$ cat config.mk
export PLATFORM = sky130hd
export DESIGN_NAME = jtpopeye_sdram_arb
export DESIGN_NICKNAME = d
export VERILOG_FILES = /design/src/rtl/jtpopeye_pkg.sv /design/src/rtl/jtpopeye_sdram_cache1.sv /design/src/rtl/jtpopeye_sdram_arb.sv
export SDC_FILE = /design/constraint.sdc
export NUM_CORES = 1
export LEC_CHECK = 0
export ABC_AREA = 1
export CAP_MARGIN = 0
export CORE_MARGIN = 2
export CORE_UTILIZATION = 45
export CTS_CLUSTER_DIAMETER = 50
export CTS_CLUSTER_SIZE = 28
export DETAILED_ROUTE_END_ITERATION = 10
export PLACE_DENSITY = 0.72
export SLEW_MARGIN = 10
export SYNTH_ARGS = -nofsm -noshare
export SYNTH_HDL_FRONTEND = slang
export SYNTH_SLANG_ARGS = --single-unit
$ cat constraint.sdc
create_clock -name clk -period 2.4 [get_ports clk]
set_input_delay 0.48 -clock clk [delete_from_list [all_inputs] [get_ports clk]]
set_output_delay 0.48 -clock clk [all_outputs]
set_load 0.05 [all_outputs]
$ cat src/rtl/jtpopeye_pkg.sv
// Shared types for the Popeye SDRAM arbiter: requester ids, FSM states and
// the default SDRAM placement of the OBJ ROM.
package jtpopeye_pkg;

    typedef enum logic [1:0] {
        ID_PROG,
        ID_OBJ,
        ID_MAIN
    } req_id_e;

    typedef enum logic [1:0] {
        ST_IDLE,
        ST_REQ,
        ST_WAIT
    } arb_state_e;

    localparam logic [21:0] OBJ_OFFSET_DEF = 22'h10_0000;

endpackage

$ cat src/rtl/jtpopeye_sdram_cache1.sv
// One-entry read cache: tag, data and valid bit with a combinational hit flag.
// Invalidation takes precedence over a load in the same clock.
module jtpopeye_sdram_cache1 #(
    parameter int AW = 13,
    parameter int DW = 32
) (
    input  logic          clk,
    input  logic          rst_n,
    input  logic          inv,
    input  logic          load,
    input  logic [AW-1:0] load_tag,
    input  logic [DW-1:0] load_data,
    input  logic [AW-1:0] addr,
    output logic [DW-1:0] data,
    output logic          hit
);

    logic          valid_q;
    logic [AW-1:0] tag_q;
    logic [DW-1:0] data_q;

    always_ff @(posedge clk or negedge rst_n) begin
        if (!rst_n) begin
            valid_q <= 1'b0;
            tag_q   <= '0;
            data_q  <= '0;
        end else begin
            if (load) begin
                valid_q <= 1'b1;
                tag_q   <= load_tag;
                data_q  <= load_data;
            end
            if (inv) valid_q <= 1'b0;
        end
    end

    assign hit  = valid_q && (tag_q == addr);
    assign data = data_q;

endmodule

$ cat src/rtl/jtpopeye_sdram_arb.sv
// Arbitrates the single SDRAM port between ROM download writes, OBJ line
// fetches and main CPU ROM reads, with a one-entry cache per reader.
module jtpopeye_sdram_arb
    import jtpopeye_pkg::*;
#(
    parameter int                  MAIN_AW    = 15,
    parameter int                  OBJ_AW     = 13,
    parameter int                  SDRAM_AW   = 22,
    parameter logic [SDRAM_AW-1:0] OBJ_OFFSET = SDRAM_AW'(OBJ_OFFSET_DEF),
    parameter int                  STARVE     = 3
) (
    input  logic                clk,
    input  logic                rst_n,
    input  logic                downloading,
    input  logic                prog_we,
    input  logic [SDRAM_AW-1:0] prog_addr,
    input  logic [15:0]         prog_data,
    input  logic                main_cs,
    input  logic [MAIN_AW-1:0]  main_addr,
    output logic [7:0]          main_dout,
    output logic                main_ok,
    input  logic                obj_cs,
    input  logic [OBJ_AW-1:0]   obj_addr,
    output logic [31:0]         obj_data,
    output logic                obj_ok,
    output logic [SDRAM_AW-1:0] sdram_addr,
    output logic                sdram_rd,
    output logic                sdram_wr,
    output logic [15:0]         sdram_din,
    input  logic                sdram_ack,
    input  logic                sdram_rdy,
    input  logic [31:0]         sdram_dout
);

    localparam int MTW = MAIN_AW - 2;
    localparam int SW  = (STARVE < 1) ? 1 : $clog2(STARVE + 1);
    localparam logic [SW-1:0] STARVE_MAX = SW'(STARVE);

    arb_state_e          state_q;
    req_id_e             id_q;
    logic [SDRAM_AW-1:0] addr_q;
    logic                rd_q, wr_q;
    logic [15:0]         din_q;
    logic [SW-1:0]       starve_q, starve_d;
    logic                prog_pend_q;
    logic [SDRAM_AW-1:0] prog_addr_q;
    logic [15:0]         prog_data_q;
    logic [MTW-1:0]      main_lat_q;
    logic [OBJ_AW-1:0]   obj_lat_q;

    logic                main_hit, obj_hit, main_miss, obj_miss;
    logic                go_main, go_obj, main_load, obj_load;
    logic [31:0]         main_word;
    logic [SDRAM_AW-1:0] main_req_addr, obj_req_addr;

    assign main_miss = main_cs && !main_hit;
    assign obj_miss  = obj_cs && !obj_hit;
    // A starved main request overtakes OBJ; otherwise OBJ goes first.
    assign go_main   = !downloading && main_miss && (starve_q == STARVE_MAX || !obj_miss);
    assign go_obj    = !downloading && obj_miss && !(main_miss && starve_q == STARVE_MAX);
    assign starve_d  = (starve_q == STARVE_MAX) ? starve_q : starve_q + SW'(1);

    assign main_req_addr = {{(SDRAM_AW-MAIN_AW+1){1'b0}}, main_addr[MAIN_AW-1:2], 1'b0};
    assign obj_req_addr  = OBJ_OFFSET + {{(SDRAM_AW-OBJ_AW-1){1'b0}}, obj_addr, 1'b0};

    assign main_load = (state_q == ST_WAIT) && sdram_rdy && (id_q == ID_MAIN);
    assign obj_load  = (state_q == ST_WAIT) && sdram_rdy && (id_q == ID_OBJ);

    always_ff @(posedge clk or negedge rst_n) begin
        if (!rst_n) begin
            state_q     <= ST_IDLE;
            id_q        <= ID_PROG;
            addr_q      <= '0;
            rd_q        <= 1'b0;
            wr_q        <= 1'b0;
            din_q       <= '0;
            starve_q    <= '0;
            prog_pend_q <= 1'b0;
            prog_addr_q <= '0;
            prog_data_q <= '0;
            main_lat_q  <= '0;
            obj_lat_q   <= '0;
        end else begin
            case (state_q)
                ST_IDLE: begin
                    if (prog_pend_q) begin
                        wr_q        <= 1'b1;
                        addr_q      <= prog_addr_q;
                        din_q       <= prog_data_q;
                        id_q        <= ID_PROG;
                        prog_pend_q <= 1'b0;
                        state_q     <= ST_REQ;
                    end else if (go_main) begin
                        rd_q       <= 1'b1;
                        addr_q     <= main_req_addr;
                        id_q       <= ID_MAIN;
                        main_lat_q <= main_addr[MAIN_AW-1:2];
                        starve_q   <= '0;
                        state_q    <= ST_REQ;
                    end else if (go_obj) begin
                        rd_q      <= 1'b1;
                        addr_q    <= obj_req_addr;
                        id_q      <= ID_OBJ;
                        obj_lat_q <= obj_addr;
                        starve_q  <= starve_d;
                        state_q   <= ST_REQ;
                    end
                end
                ST_REQ: begin
                    if (sdram_ack) begin
                        rd_q    <= 1'b0;
                        wr_q    <= 1'b0;
                        state_q <= wr_q ? ST_IDLE : ST_WAIT;
                    end
                end
                ST_WAIT: begin
                    if (sdram_rdy) state_q <= ST_IDLE;
                end
                default: state_q <= ST_IDLE;
            endcase
            // A fresh strobe overrides a pending one, including one served now.
            if (prog_we) begin
                prog_pend_q <= 1'b1;
                prog_addr_q <= prog_addr;
                prog_data_q <= prog_data;
            end
        end
    end

    jtpopeye_sdram_cache1 #(.AW(MTW), .DW(32)) u_main_cache (
        .clk       (clk),
        .rst_n     (rst_n),
        .inv       (downloading),
        .load      (main_load),
        .load_tag  (main_lat_q),
        .load_data (sdram_dout),
        .addr      (main_addr[MAIN_AW-1:2]),
        .data      (main_word),
        .hit       (main_hit)
    );

    jtpopeye_sdram_cache1 #(.AW(OBJ_AW), .DW(32)) u_obj_cache (
        .clk       (clk),
        .rst_n     (rst_n),
        .inv       (downloading),
        .load      (obj_load),
        .load_tag  (obj_lat_q),
        .load_data (sdram_dout),
        .addr      (obj_addr),
        .data      (obj_data),
        .hit       (obj_hit)
    );

    always_comb begin
        main_dout = main_word[7:0];
        case (main_addr[1:0])
            2'd1:    main_dout = main_word[15:8];
            2'd2:    main_dout = main_word[23:16];
            2'd3:    main_dout = main_word[31:24];
            default: main_dout = main_word[7:0];
        endcase
    end

    assign main_ok    = main_cs && main_hit;
    assign obj_ok     = obj_cs && obj_hit;
    assign sdram_addr = addr_q;
    assign sdram_rd   = rd_q;
    assign sdram_wr   = wr_q;
    assign sdram_din  = din_q;

endmodule

# Word-level counts from Yosys, hierarchy flattened
# Index checks and enable logic that the tools add are counted.
# op_classes
addsub	2
n_eq_ne	17
mux	29
bitwise_logic	2
reduce_logical	35
# ops
cell	n
22-bit 2-to-1 mux	3
13-bit equality test	2
8-bit one-hot mux with 3 select lines	1
21-bit by 14-bit adder with 22-bit output, first input constant	1
2-bit 2-to-1 mux	11
1-bit logical AND	14
4-bit AND reduction	3
1-bit 2-to-1 mux	11
2-bit equality test, second input constant	5
2-bit inequality test, second input constant	5
2-bit nonzero test	5
3-bit AND reduction	3
2-bit by 1-bit equality test with 1-bit output, second input constant	3
2-bit one-hot mux with 3 select lines	1
1-bit logical NOT	5
4-bit inequality test, second input constant	1
1-bit one-hot mux with 2 select lines	2
2-bit AND reduction	2
3-bit inequality test, second input constant	1
3-bit nonzero test	1
2-bit by 1-bit adder with 2-bit output, second input constant	1
2-bit logical NOT	1
1-bit inverter	2
1-bit logical OR	1
# word_totals
register_bits	203
input_bits	106
out_inout_bits	82
elab_cells	103

# Logic depth before layout (Yosys ltp)
# Gate-level depths: netlist (run 1).
# logic_depth
depth_word	11
mapped_depth	16
ltp_nobuf	15

# By module
# Synthesis (run 1) repeated with hierarchy kept, for this count alone.
# hier_totals
hier_cells	1057
area_unflattened_um2	8876.0
# by_module_without_submodules
mod	n_inst	cells_per_inst	area_each_um2	seq_area_each_um2
jtpopeye_sdram_arb	1	561	4904.7	2777.7
jtpopeye_sdram_cache1	2	248	1985.7	1151.1

# Least setup slack after synthesis (run 1)
# No wires, ideal clock.
# synth_path
path_type	input port to output port
start	in obj_addr[5]
end	out obj_ok
t_arrival_ns	1.574
required_ns	1.920
slack_ns	0.346
path_stages	8
path_buffers	0
cell_sequence	inv_2 nand2_1 nand2_1 nor2_1 nand2_1 nor2_2 nand2_2 nor2_1
# synth_between
elab_chain_len	3
# synth_lines
item	line	source
start, declared	jtpopeye_sdram_arb.sv:23	input logic [OBJ_AW-1:0] obj_addr,
13-bit equality test	jtpopeye_sdram_cache1.sv:37	assign hit = valid_q && (tag_q == addr);
1-bit logical AND	jtpopeye_sdram_cache1.sv:37	
1-bit logical AND	jtpopeye_sdram_arb.sv:165	assign obj_ok = obj_cs && obj_hit;
end, declared	jtpopeye_sdram_arb.sv:25	output logic obj_ok,
# Every way passes these cells.

# Final worst setup path (run 1)
# layout_path
start	in obj_addr[11]
end	out obj_ok
# The elaborated chain is that of the path after synthesis.

==> results of run 1 <==
-- placed cells by master, fill, tap and decap left out, types with 2 or more instances in the layout --
cell type,n
sky130_fd_sc_hd__nand2_1,420
sky130_fd_sc_hd__dfrtp_1,203
sky130_fd_sc_hd__clkdlybuf4s50_1,166
sky130_fd_sc_hd__o21ai_0,89
sky130_fd_sc_hd__inv_1,79
sky130_fd_sc_hd__nor2_1,60
sky130_fd_sc_hd__buf_4,53
sky130_fd_sc_hd__nand3_1,29
sky130_fd_sc_hd__o21ai_2,24
sky130_fd_sc_hd__inv_2,23
sky130_fd_sc_hd__clkbuf_16,21
sky130_fd_sc_hd__buf_12,16
sky130_fd_sc_hd__nand4_1,14
sky130_fd_sc_hd__mux2_2,13
sky130_fd_sc_hd__nand2_2,9
sky130_fd_sc_hd__o2111ai_1,8
sky130_fd_sc_hd__dlymetal6s2s_1,6
sky130_fd_sc_hd__nor2_2,5
sky130_fd_sc_hd__nor2_4,4
sky130_fd_sc_hd__nand2_4,4
sky130_fd_sc_hd__clkinv_4,4
sky130_fd_sc_hd__inv_6,4
sky130_fd_sc_hd__nand3_4,3
sky130_fd_sc_hd__bufinv_16,3
sky130_fd_sc_hd__dlygate4sd2_1,3
sky130_fd_sc_hd__or2_1,2
sky130_fd_sc_hd__o211ai_1,2
sky130_fd_sc_hd__inv_8,2
sky130_fd_sc_hd__clkbuf_8,2
-- timing repair --
| action | 4_1_cts | 5_1_grt |
|---|---|---|
| buffers inserted | 0 | 1 |
| pin swaps | 0 | 1 |
| endpoints found under the setup margin | 2 | 10 |
| hold buffers | 1 | 0 |
| endpoints found under the hold margin | 58 | 0 |
| resized for setup | 7 | 8 |
-- cell families after synthesis --
logic type               Yosys count
multiplexers                      13
AO/OA/AOI/OAI                    126
buffers and inverters            149
adder cells (fa/ha/maj)            1
AND/OR/NAND/NOR                  555
flip-flops                       203
-- cells in the mapped netlist, drive strengths merged --
cell / number / area share
clkbuf: 26 / 0.011
dfrtp: 203 / 0.57
o211ai: 2 / 0.0017
nand3b: 1 / 0.00084
a21oi: 1 / 0.00056
nor3: 2 / 0.0011
ha: 1 / 0.0014
nand2: 434 / 0.19
nor2: 69 / 0.031
clkinv: 1 / 0.00098
mux2: 13 / 0.016
o21ai: 114 / 0.074
buf: 20 / 0.016
nand3: 32 / 0.022
inv: 102 / 0.043
o21bai: 1 / 0.00084
o2111ai: 8 / 0.0079
or2: 3 / 0.0021
nand4: 14 / 0.0098
-- how the worst max path moves through the flow --
stage / from / to / slack, ns / cells past startpoint
3_3_place_gp: main_addr[8] / main_ok / -0.12 / 10
6_report: obj_addr[11] / obj_ok / 0.03 / 10
5_1_grt: obj_addr[11] / obj_ok / -0.10 / 10
3_5_place_dp: main_addr[8] / main_ok / -0.13 / 10
2_1_floorplan: obj_addr[5] / obj_ok / 0.35 / 8
4_1_cts: obj_addr[3] / obj_ok / 0.008 / 10
-- power by group through the flow --
stage / clock, W / sequential (W) / combinational [W]
finish: 0.00349 / 0.00519 / 0.00617
global route: 0.00371 / 0.00533 / 0.00670
detailed placement: 0 / 0.00522 / 0.00620
floorplan: 0 / 0.00696 / 0.00225
global placement: 0 / 0.00521 / 0.00607
CTS: 0.00357 / 0.00520 / 0.00622
-- worst max-delay path, cell delays in order --
cell	delay, ns
sky130_fd_sc_hd__clkdlybuf4s50_1	0.53
sky130_fd_sc_hd__inv_2	0.06
sky130_fd_sc_hd__nand2_1	0.05
sky130_fd_sc_hd__nand2_1	0.05
sky130_fd_sc_hd__nor2_1	0.13
sky130_fd_sc_hd__nand2_1	0.08
sky130_fd_sc_hd__nor2_2	0.13
sky130_fd_sc_hd__nand2_2	0.11
sky130_fd_sc_hd__nor2_4	0.11
sky130_fd_sc_hd__buf_12	0.14
-- metrics by stage --
| stage | setup slack, ns | hold slack, ns | instances | area [um2] |
|---|---|---|---|---|
| 3_5_place_dp | -0.1260 | 0.4575 | 1511 | 11510 |
| 3_3_place_gp | -0.1214 | 0.4533 | 1511 | 11510 |
| 6_report | 0.02501 | 0.3853 | 1551 | 12300 |
| 4_1_cts | 0.007616 | 0.4042 | 1550 | 12270 |
| 2_1_floorplan | 0.3461 | 0.1844 | 1047 | 8925 |
| 5_1_grt | -0.1035 | 0.3840 | 1551 | 12300 |
-- layer usage --
metal / vias up / GRT usage / part of all wire
li1: 3713 / - / -
met1: 3490 / 0.3008 / 0.44
met2: 190 / 0.3414 / 0.47
met3: 42 / 0.04738 / 0.064
met4: 2 / 0.06132 / 0.023
met5: - / 0 / 0.00049
-- final cells by class --
class / count / area share
sequential: 203 / 0.4129
multi-input combinational: 695 / 0.2636
timing repair buffer: 247 / 0.2040
clock buffer: 23 / 0.04414
inverter: 103 / 0.03183
tap: 265 / 0.02695
clock inverter: 15 / 0.01648
-- state kept, by name, summed over array words and instances, names as in the netlist, 16 cells and up --
signal,cells
sdram_addr,22
prog_data_q,16
prog_addr_q,22
sdram_din,16
u_main_cache.data,32
u_obj_cache.data,32
==> results.md, run 1 <==
| Metric | Reported |
|---|---|
| Run status | finished, final reports clean |
| Area of all sequential standard cells | 5080 um2 |
| Maximum Capacitance Violations | 0 |
| Avg Inst Size Synth | 8.524 um2 |
| Horizontal die dimension | 144.8 um |
| Setup total negative slack | 0 ns |
| Switching part of the total power | 0.4125 |
| Antenna violations before repair | 1 |
| Max Root-Sink Buffers | 3 |
| Initial Util | 0.4586 |
| Max frequency | 0.4211 GHz |
| Cell-internal power | 0.008722 W |
| Portion of netlist area occupied by mux cells | 0.01640 |
| DRC marker count from the first detailed-route iteration | 360 |
| Maximum vdd ir drop | 0.0007067 V |
| Layout Skew | 0.01890 ns |
| Number of antenna diodes | 0 |
| DR vias | 7437 |
| Critical register-to-register path startpoint | u_obj_cache.tag_q[3] |
| NetSw | 0.006124 W |
| Number of port buffers | 187 |
| Standby leakage power | 6.116 nW |
| Fraction of the cycle the final worst path needs | 0.9896 |
| Yosys reg bits | 203 |
| Setup repair after global routing missed its margin | yes |
| Maximum fanout encountered on the critical timing path | 3 |
| CTS HTree Levels | 1 |
| Post-layout min period | 2.375 ns |
| Worst hold path startpoint | main_addr[5] |
| Count of different cell masters after synthesis | 33 |
| Req. time, crit path | 1.92 ns |
| Worst-case reg-to-reg path depth | 16 |
| Final Hold Violating Endpoints | 0 |
| Number of nets with antenna violations after routing | 0 |
| Placement row count | 51 |
| Critical Path Source Type | input port |
| Worst slew margin | 0.5202 |
| CTS root buf | sky130_fd_sc_hd__clkbuf_16 |
| Final GP Congestion | 0.8838 |
| Post-detailed-routing wire length | 22280 um |
| Endpoint of the worst-slack reg-to-reg timing path | sdram_addr[2] |
| Total grt overflow | 0 |
| Count of TritonRoute iterations in the first routing pass | 5 |
| Critical path endpoint category | output port |
| Clock tree from TritonCTS | yes |
| Final Max Slew Viols | 0 |
| TritonCTS Buffers | 21 |
| Mean number of vias per cell | 4.795 |
| Fraction of power consumed by the clock network | 0.235 |
| Count of final setup violators | 0 |
| Vias in the first global route | 7262 |
| Layout net count | 1378 |
| Count of cells along the worst hold path | 4 |
| Clock latency reported for the late side of the worst-skew pair | 0.51 ns |
| Type of the tightest min-delay check | in2reg |
| Power per Cell Area | 1207 nW/um2 |
| First-pass GRT wire length | 36090 um |
| Std-Cell Core Area | 19460 um2 |
| Worst-margin pin slew | 0.7189 ns |
| Number of filler cells placed in the layout | 1677 |
| Part of the total power dissipated in combinational logic | 0.416 |
| Routed wire length per instance | 14.36 um |
| Global routing usage summed across all routing layers | 0.2157 |
| Category of the critical setup timing path | in2out |
| CP arrival | 1.89 ns |
| Xor-xnor portion of the synthesized cell area | 0 |
| Worst Hold Path EP | main_lat_q[3] |
| Post-synth design cell area | 8925 um2 |
| Cell count after synthesis | 1047 |
| Seq/Total Area, Yosys | 0.5692 |
| Area share of and/or/nand/nor cells after synthesis | 0.2570 |
| Adder-cell share of the synthesized area | 0.001402 |
| Main combinational cell family by area after synthesis | simple AND/OR/NAND/NOR gates |
| TritonCTS Sinks | 203 |
| Area of the die | 20980 um2 |
| Number of I/O pins | 188 |
| Half-perimeter wire length of the detailed placement result | 15970 um |
| Combined area of the multi-input logic cells | 3243 um2 |
| Syn Nets | 1154 |
| Largest net degree at the start of global routing | 66 |
| Vertical die dimension | 144.8 um |
| Compound-cell area share of the yosys netlist | 0.08496 |
| Register-to-register path setup slack | 0.46 ns |
| Share of cells above drive strength 1 | 0.1532 |
| Final core area utilization | 0.6321 |
| Part of the power in registers | 0.350 |
| Sum of internal, switching and leakage power | 0.01485 W |
| Number of synthesis warnings | 0 |
| Synth-to-Final Area Change | 37.84% |
| Clock Pin Slew Worst Setup and Hold Paths | 0.06 ns |
| Number of design rule violations left after detail routing | 0 |
Power figures use the tool's default switching activity.
==> run 2, diff against run 1 <==
PLACE_DENSITY = 0.75   (was 0.72)
clock period = 1.9 ns   (was 2.4 ns; I/O delays follow)
==> run 2 against run 1 <==
  * The run now ends with setup timing left
  * Via count is 7.4% higher
  * Flip-flop and latch count unchanged
  * Critical path depth decreased by 1
  * Register-to-register slack worse by 0.66 ns
  * Clock power is 23% higher
  * Wire length rose by 15%
  * Non-clock buffer count up 36
  * Core utilization increased by 3.9 points
  * Largest power group unchanged
==> results.md, run 2 (synthesized netlist as in run 1, its figures left out) <==
| Metric | Reported | Delta |
|---|---|---|
| Run status | complete, but fails checks |  |
| Violated checks | setup timing |  |
| Number of filler cells placed in the layout | 1525 | -9.1% |
| Horizontal die dimension | 144.8 um | unchanged |
| Total grt overflow | 0 | unchanged |
| Share of cells above drive strength 1 | 0.2451 | +0.09191 |
| Standby leakage power | 6.592 nW | +7.8% |
| Req. time, crit path | 1.52 ns | -0.40 ns |
| Clock tree from TritonCTS | yes |  |
| Vias in the first global route | 7548 | +3.9% |
| Number of port buffers | 187 | unchanged |
| Combined area of the multi-input logic cells | 3704 um2 | +14% |
| TritonCTS Sinks | 203 | unchanged |
| Final GP Congestion | 0.9126 | +3.3% |
| Count of final setup violators | 43 | +43 |
| Final hold slack | 0.2669 ns | -0.1185 ns |
| Initial Util | 0.4586 | unchanged |
| Type of the tightest min-delay check | in2reg |  |
| Number of design rule violations left after detail routing | 0 | unchanged |
| Count of TritonRoute iterations in the first routing pass | 7 | +2 |
| Final critical-path setup slack | -0.2861 ns | -0.3111 ns |
| Clock latency reported for the late side of the worst-skew pair | 0.52 ns | about the same |
| Largest net degree at the start of global routing | 62 | -6.1% |
| Post-layout min period | 2.186 ns |  |
| Area of the die | 20980 um2 | unchanged |
| Fraction of the cycle the final worst path needs | 1.151 |  |
| Category of the critical setup timing path | reg2out |  |
| Worst slew margin | 0.6387 | +0.1185 |
| Part of the total power dissipated in combinational logic | 0.442 | +0.026 |
| Critical Path Source Type | flop |  |
| Setup repair after global routing missed its margin | yes |  |
| Placement row count | 51 | unchanged |
| Global routing usage summed across all routing layers | 0.2244 | +0.008674 |
| Max Root-Sink Buffers | 3 | unchanged |
| CTS root buf | sky130_fd_sc_hd__clkbuf_16 |  |
| Number of nets with antenna violations after routing | 0 | unchanged |
| First-pass GRT wire length | 37650 um | +4.3% |
| Power per Cell Area | 1507 nW/um2 | +25% |
| Sum of internal, switching and leakage power | 0.01967 W | +33% |
| Maximum Capacitance Violations | 0 | unchanged |
| Antenna violations before repair | 2 | +1 |
| Maximum fanout encountered on the critical timing path | 2 | -1 |
| CTS HTree Levels | 1 | unchanged |
| Vertical die dimension | 144.8 um | unchanged |
| Clock Pin Slew Worst Setup and Hold Paths | 0.07 ns | about the same |
| Critical path endpoint category | output port |  |
| Number of I/O pins | 188 | unchanged |
| TritonCTS Buffers | 21 | unchanged |
| Routed wire length per instance | 16.03 um | +12% |
| Worst-margin pin slew | 0.5378 ns | -0.1811 ns |
| CP arrival | 1.81 ns | -0.08 ns |
| Part of the power in registers | 0.339 | -0.011 |
| Maximum vdd ir drop | 0.0008150 V | +15% |
| Switching part of the total power | 0.4333 | +0.02083 |
| Synth-to-Final Area Change | 46.32% |  |
| Final Max Slew Viols | 0 | unchanged |
| Layout Skew | 0.02878 ns | +0.009880 ns |
| Mean number of vias per cell | 5.017 | +4.6% |
| Final Hold Violating Endpoints | 0 | unchanged |
| Max frequency | 0.4574 GHz |  |
| DR vias | 7987 | +7.4% |
| Fraction of power consumed by the clock network | 0.219 | -0.016 |
| Layout net count | 1418 | +2.9% |
| Post-detailed-routing wire length | 25520 um | +15% |
| Area of all sequential standard cells | 5080 um2 | unchanged |
| Half-perimeter wire length of the detailed placement result | 16490 um | +3.3% |
| DRC marker count from the first detailed-route iteration | 698 | +94% |
| Top library cells by usage in the layout, fill and taps aside | sky130_fd_sc_hd__nand2_1 (383), sky130_fd_sc_hd__dfrtp_1 (203), sky130_fd_sc_hd__buf_4 (86), sky130_fd_sc_hd__o21ai_0 (82), sky130_fd_sc_hd__clkdlybuf4s50_1 (80) |  |
| Cell-internal power | 0.01115 W | +28% |
| Commonest non-fill, non-tap cell in the layout | sky130_fd_sc_hd__nand2_1 |  |
| NetSw | 0.008526 W | +39% |
| Std-Cell Core Area | 19460 um2 | unchanged |
[run 2: cell types whose count changed in the layout (fill, tap and decap cells not counted), moves of 11 or more]
cell	before	now
sky130_fd_sc_hd__buf_6	0	11
sky130_fd_sc_hd__buf_4	53	86
sky130_fd_sc_hd__dlygate4sd2_1	3	72
sky130_fd_sc_hd__nand2_2	9	34
sky130_fd_sc_hd__nand2_1	420	383
sky130_fd_sc_hd__nand3_1	29	13
sky130_fd_sc_hd__clkdlybuf4s50_1	166	80
[run 2: repair_timing]
action,CTS,global route
setup buffers,2,11
endpoints found under the setup margin,63,63
hold endpoints to repair,18,0
pin swaps,6,40
resized for setup,80,134
gates cloned,0,9
hold buffers,1,0
[run 2: routing by layer]
layer	vias to the layer above	part of all wire	track usage
met5	-	0.00027	0
met4	2	0.034	0.07205
met3	76	0.068	0.04442
met2	307	0.47	0.3491
met1	3793	0.43	0.3179
li1	3809	-	-
[run 2: final cells by class]
cell class | count | share of cell area
clock inverter | 13 | 0.01255
clock buffer | 25 | 0.04292
sequential | 203 | 0.3890
tap | 265 | 0.02539
timing repair buffer | 283 | 0.2156
multi-input combinational | 699 | 0.2836
antenna | 1 | 0.0001916
inverter | 103 | 0.03076
[run 2: path summary, 6_finish.rpt]
path                                      start  cells past startpoint  slack (ns)              endpoint
max reg2reg                u_obj_cache.tag_q[1]                     15       -0.20         sdram_addr[6]
max in group asynchronous                 rst_n                      3        0.93        prog_data_q[0]
min                                main_addr[2]                      3        0.27         main_lat_q[0]
min in group asynchronous                 rst_n                      2        0.31        prog_data_q[7]
max                        u_obj_cache.tag_q[1]                      9       -0.29                obj_ok
min reg2reg                u_obj_cache.data[26]                      2        0.47  u_obj_cache.data[26]
[run 2: stage by stage]
stage	TNS [ns]	util	std cells	worst slack (ns)	area [um2]
6_report	-5.013	0.6710	1592	-0.2861	13060
5_1_grt	-9.476	0.6708	1591	-0.3706	13060
4_1_cts	-0.4425	0.6332	1573	-0.2276	12320
3_5_place_dp	-23.14	0.5982	1532	-0.4505	11640
3_3_place_gp	-21.75	0.5982	1532	-0.4402	11640
2_1_floorplan	0	-	1047	0.04612	8925
[run 2: critical path, stage by stage, from the launching register on]
cell and delay (ns):
sky130_fd_sc_hd__dfrtp_1 0.39, sky130_fd_sc_hd__nand2_1 0.10, sky130_fd_sc_hd__nand2_1 0.06, sky130_fd_sc_hd__nor2_1 0.11, sky130_fd_sc_hd__nand2_1 0.09, sky130_fd_sc_hd__nor2_2 0.10
sky130_fd_sc_hd__nand2_2 0.07, sky130_fd_sc_hd__nor2_1 0.10, sky130_fd_sc_hd__buf_4 0.13, sky130_fd_sc_hd__buf_12 0.13
[run 2: power groups by stage]
stage	clock network, W	registers (W)	logic, W
floorplan	0	0.00879	0.00284
global placement	0	0.00660	0.00765
detailed placement	0	0.00661	0.00784
CTS	0.00437	0.00656	0.00752
global route	0.00455	0.00682	0.00930
finish	0.00431	0.00667	0.00870
==> run 3, diff against run 2 <==
GPL_TIMING_DRIVEN = 0   (was not set)
==> run 3 against run 2 <==
  * Fmax increased by 4.1%
  * Setup slack improved by 0.087 ns
  * Critical endpoint is now main_ok
  * Combinational power decreased by 8.7%
  * Cell area decreased by 4.2%
  * The flow still finishes with violations (setup timing)
==> results.md, run 3 (synthesized netlist as in run 1, its figures left out) <==
| Metric | Reported | Delta |
|---|---|---|
| Initial Util | 0.4586 | unchanged |
| Layout net count | 1392 | -1.8% |
| Final standard cell count with taps included and fillers excluded | 1568 | -1.5% |
| CP arrival | 1.72 ns | -0.09 ns |
| Type of the tightest min-delay check | in2reg |  |
| Critical path endpoint category | output port |  |
| DR WL met2 | 11450 um | -4.3% |
| CTS HTree Levels | 1 | unchanged |
| Power per Cell Area | 1549 nW/um2 | +2.8% |
| Worst slack at placement | -0.9623 ns | -0.5118 ns |
| Uppermost metal layer occupied by signal nets | met5 |  |
| Setup repair after global routing missed its margin | yes |  |
| Cell-internal power | 0.01117 W | +0.17% |
| TritonCTS Buffers | 23 | +9.5% |
| Total routed wire length on the met1 layer | 10630 um | -2.7% |
| Final hold slack | 0.2649 ns | -0.001906 ns |
| Routed wire length per instance | 15.64 um | -2.4% |
| Mean number of vias per cell | 4.911 | -2.1% |
| Top library cells by usage in the layout, fill and taps aside | sky130_fd_sc_hd__nand2_1 (409), sky130_fd_sc_hd__dfrtp_1 (203), sky130_fd_sc_hd__dlygate4sd2_1 (92), sky130_fd_sc_hd__o21ai_0 (81), sky130_fd_sc_hd__clkdlybuf4s50_1 (80) |  |
| Clock Pin Slew Worst Setup and Hold Paths | 0.06 ns | about the same |
| Max frequency | 0.4764 GHz | +4.1% |
| Final GP Congestion | 0.8581 | -6.0% |
| Final Hold Violating Endpoints | 0 | unchanged |
| Number of design rule violations left after detail routing | 0 | unchanged |
| Maximum fanout encountered on the critical timing path | 4 | +2 |
| Number of filler cells placed in the layout | 1634 | +7.1% |
| Vertical die dimension | 144.8 um | unchanged |
| Endpoint of the worst-slack reg-to-reg timing path | main_lat_q[11] |  |
| Part of the total power dissipated in combinational logic | 0.410 | -0.032 |
| Half-perimeter wire length of the detailed placement result | 17110 um | +3.7% |
| Worst Hold Path EP | obj_lat_q[0] |  |
| Violated checks | setup timing |  |
| Horizontal die dimension | 144.8 um | unchanged |
| DRC marker count from the first detailed-route iteration | 506 | -28% |
| Category of the critical setup timing path | in2out |  |
| Vias in the first global route | 7384 | -2.2% |
| Maximum Capacitance Violations | 0 | unchanged |
| Standby leakage power | 6.402 nW | -2.9% |
| Area of the die | 20980 um2 | unchanged |
| Critical Path Source Type | input port |  |
| Final Max Slew Viols | 0 | unchanged |
| Number of port buffers | 186 | -0.53% |
| Layout Skew | 0.01325 ns | -0.01552 ns |
| NetSw | 0.008216 W | -3.6% |
| Worst-margin pin slew | 0.5979 ns | +0.06013 ns |
| Part of the power in registers | 0.339 | about the same |
| Number of nets with antenna violations after routing | 0 | unchanged |
| Post-layout min period | 2.099 ns | -0.08710 ns |
| Max Root-Sink Buffers | 3 | unchanged |
| Worst slew margin | 0.6014 | -0.03733 |
| Met3 WL | 1694 um | -2.9% |
| Worst-case reg-to-reg path depth | 15 | unchanged |
| Fraction of the cycle the final worst path needs | 1.105 | -0.04584 |
| Count of final setup violators | 45 | +4.7% |
| Number of I/O pins | 188 | unchanged |
| Largest net degree at the start of global routing | 72 | +16% |
| Total grt overflow | 0 | unchanged |
| Post-detailed-routing wire length | 24530 um | -3.9% |
| Register-to-register path setup slack | -0.15 ns | +0.05 ns |
| Switching part of the total power | 0.4238 | -0.009477 |
| Share of cells above drive strength 1 | 0.1720 | -0.07306 |
| Global routing usage summed across all routing layers | 0.2287 | +0.004323 |
| Std-Cell Core Area | 19460 um2 | unchanged |
| Count of cells along the worst hold path | 3 | unchanged |
| Run status | complete, but fails checks |  |
| Worst hold path startpoint | obj_addr[0] |  |
| DR vias | 7701 | -3.6% |
| CTS root buf | sky130_fd_sc_hd__clkbuf_16 |  |
| Commonest non-fill, non-tap cell in the layout | sky130_fd_sc_hd__nand2_1 |  |
| Final critical-path setup slack | -0.1990 ns | +0.08710 ns |
| Placement row count | 51 | unchanged |
| Synth-to-Final Area Change | 40.21% |  |
| Req. time, crit path | 1.52 ns | about the same |
| Clock latency reported for the late side of the worst-skew pair | 0.51 ns | about the same |
| Fraction of power consumed by the clock network | 0.251 | +0.032 |
| Start point of the critical path | main_addr[2] |  |
| Clock tree from TritonCTS | yes |  |
| First-pass GRT wire length | 37700 um | +0.13% |
| TritonCTS Sinks | 203 | unchanged |
| Antenna violations before repair | 2 | unchanged |
| Critical register-to-register path startpoint | u_obj_cache.tag_q[8] |  |
| Number of placed instances, taps included | 1500 | -2.1% |
| Count of TritonRoute iterations in the first routing pass | 5 | -2 |
| Maximum vdd ir drop | 0.0008633 V | +5.9% |
## run 3: final cells by class
cell class	count	area, um2	area share
clock buffer	24	589.3	0.04710
tap	265	331.6	0.02650
timing repair buffer	212	2113	0.1689
inverter	103	394.1	0.03150
sequential	203	5080	0.4060
buffer	46	322.8	0.02580
clock inverter	18	256.5	0.02050
multi-input combinational	696	3423	0.2736
antenna	1	2.502	0.0002000
## run 3: worst max path at each step
stage / end / slack, ns
finish: main_ok / -0.20
global route: main_lat_q[11] / -0.30
CTS: main_ok / -0.20
detailed placement: main_ok / -0.96
global placement: obj_lat_q[9] / -8.12
floorplan: obj_ok / 0.05
## run 3: power groups by stage
stage          Clock [W]  Combinational, W  Sequential (W)
3_3_place_gp           0           0.00761         0.00655
3_5_place_dp           0           0.00778         0.00656
6_report         0.00487           0.00794         0.00657
2_1_floorplan          0           0.00284         0.00879
5_1_grt          0.00512           0.00858         0.00673
4_1_cts          0.00494           0.00733         0.00650
## run 3: stage by stage
stage	utilization	area, um2	setup TNS (ns)	power, W
final	0.6429	12510	-5.266	0.01938
after global routing	0.6428	12510	-11.52	0.02042
after CTS	0.6151	11970	-0.3664	0.01877
after detailed placement	0.5743	11180	-76.58	0.01435
after global placement	0.5713	11120	-1720.07	0.01416
after floorplan	-	8925	0	0.01163
## run 3: timing repair
action	in CTS	in global routing
hold buffers	1	0
endpoints found under the setup margin	183	106
cloned	0	7
hold endpoints to repair	66	0
pin swaps	3	15
buffers inserted	4	13
gates resized for setup	169	94
## run 3: routing by layer
layer  vias up  GRT usage
met5         -          0
met4         2    0.06643
met3        49    0.04969
met2       246     0.3605
met1      3651     0.3203
li1       3753          -
## run 3: worst max-delay path, cell delays in order
cell and delay [ns]:
sky130_fd_sc_hd__clkdlybuf4s50_1 0.50, sky130_fd_sc_hd__nand2_1 0.11, sky130_fd_sc_hd__nand2_1 0.05, sky130_fd_sc_hd__nor2_1 0.10
sky130_fd_sc_hd__nand2_1 0.06, sky130_fd_sc_hd__nor2_2 0.14, sky130_fd_sc_hd__nand2_2 0.11, sky130_fd_sc_hd__nor2_2 0.10
sky130_fd_sc_hd__buf_6 0.16
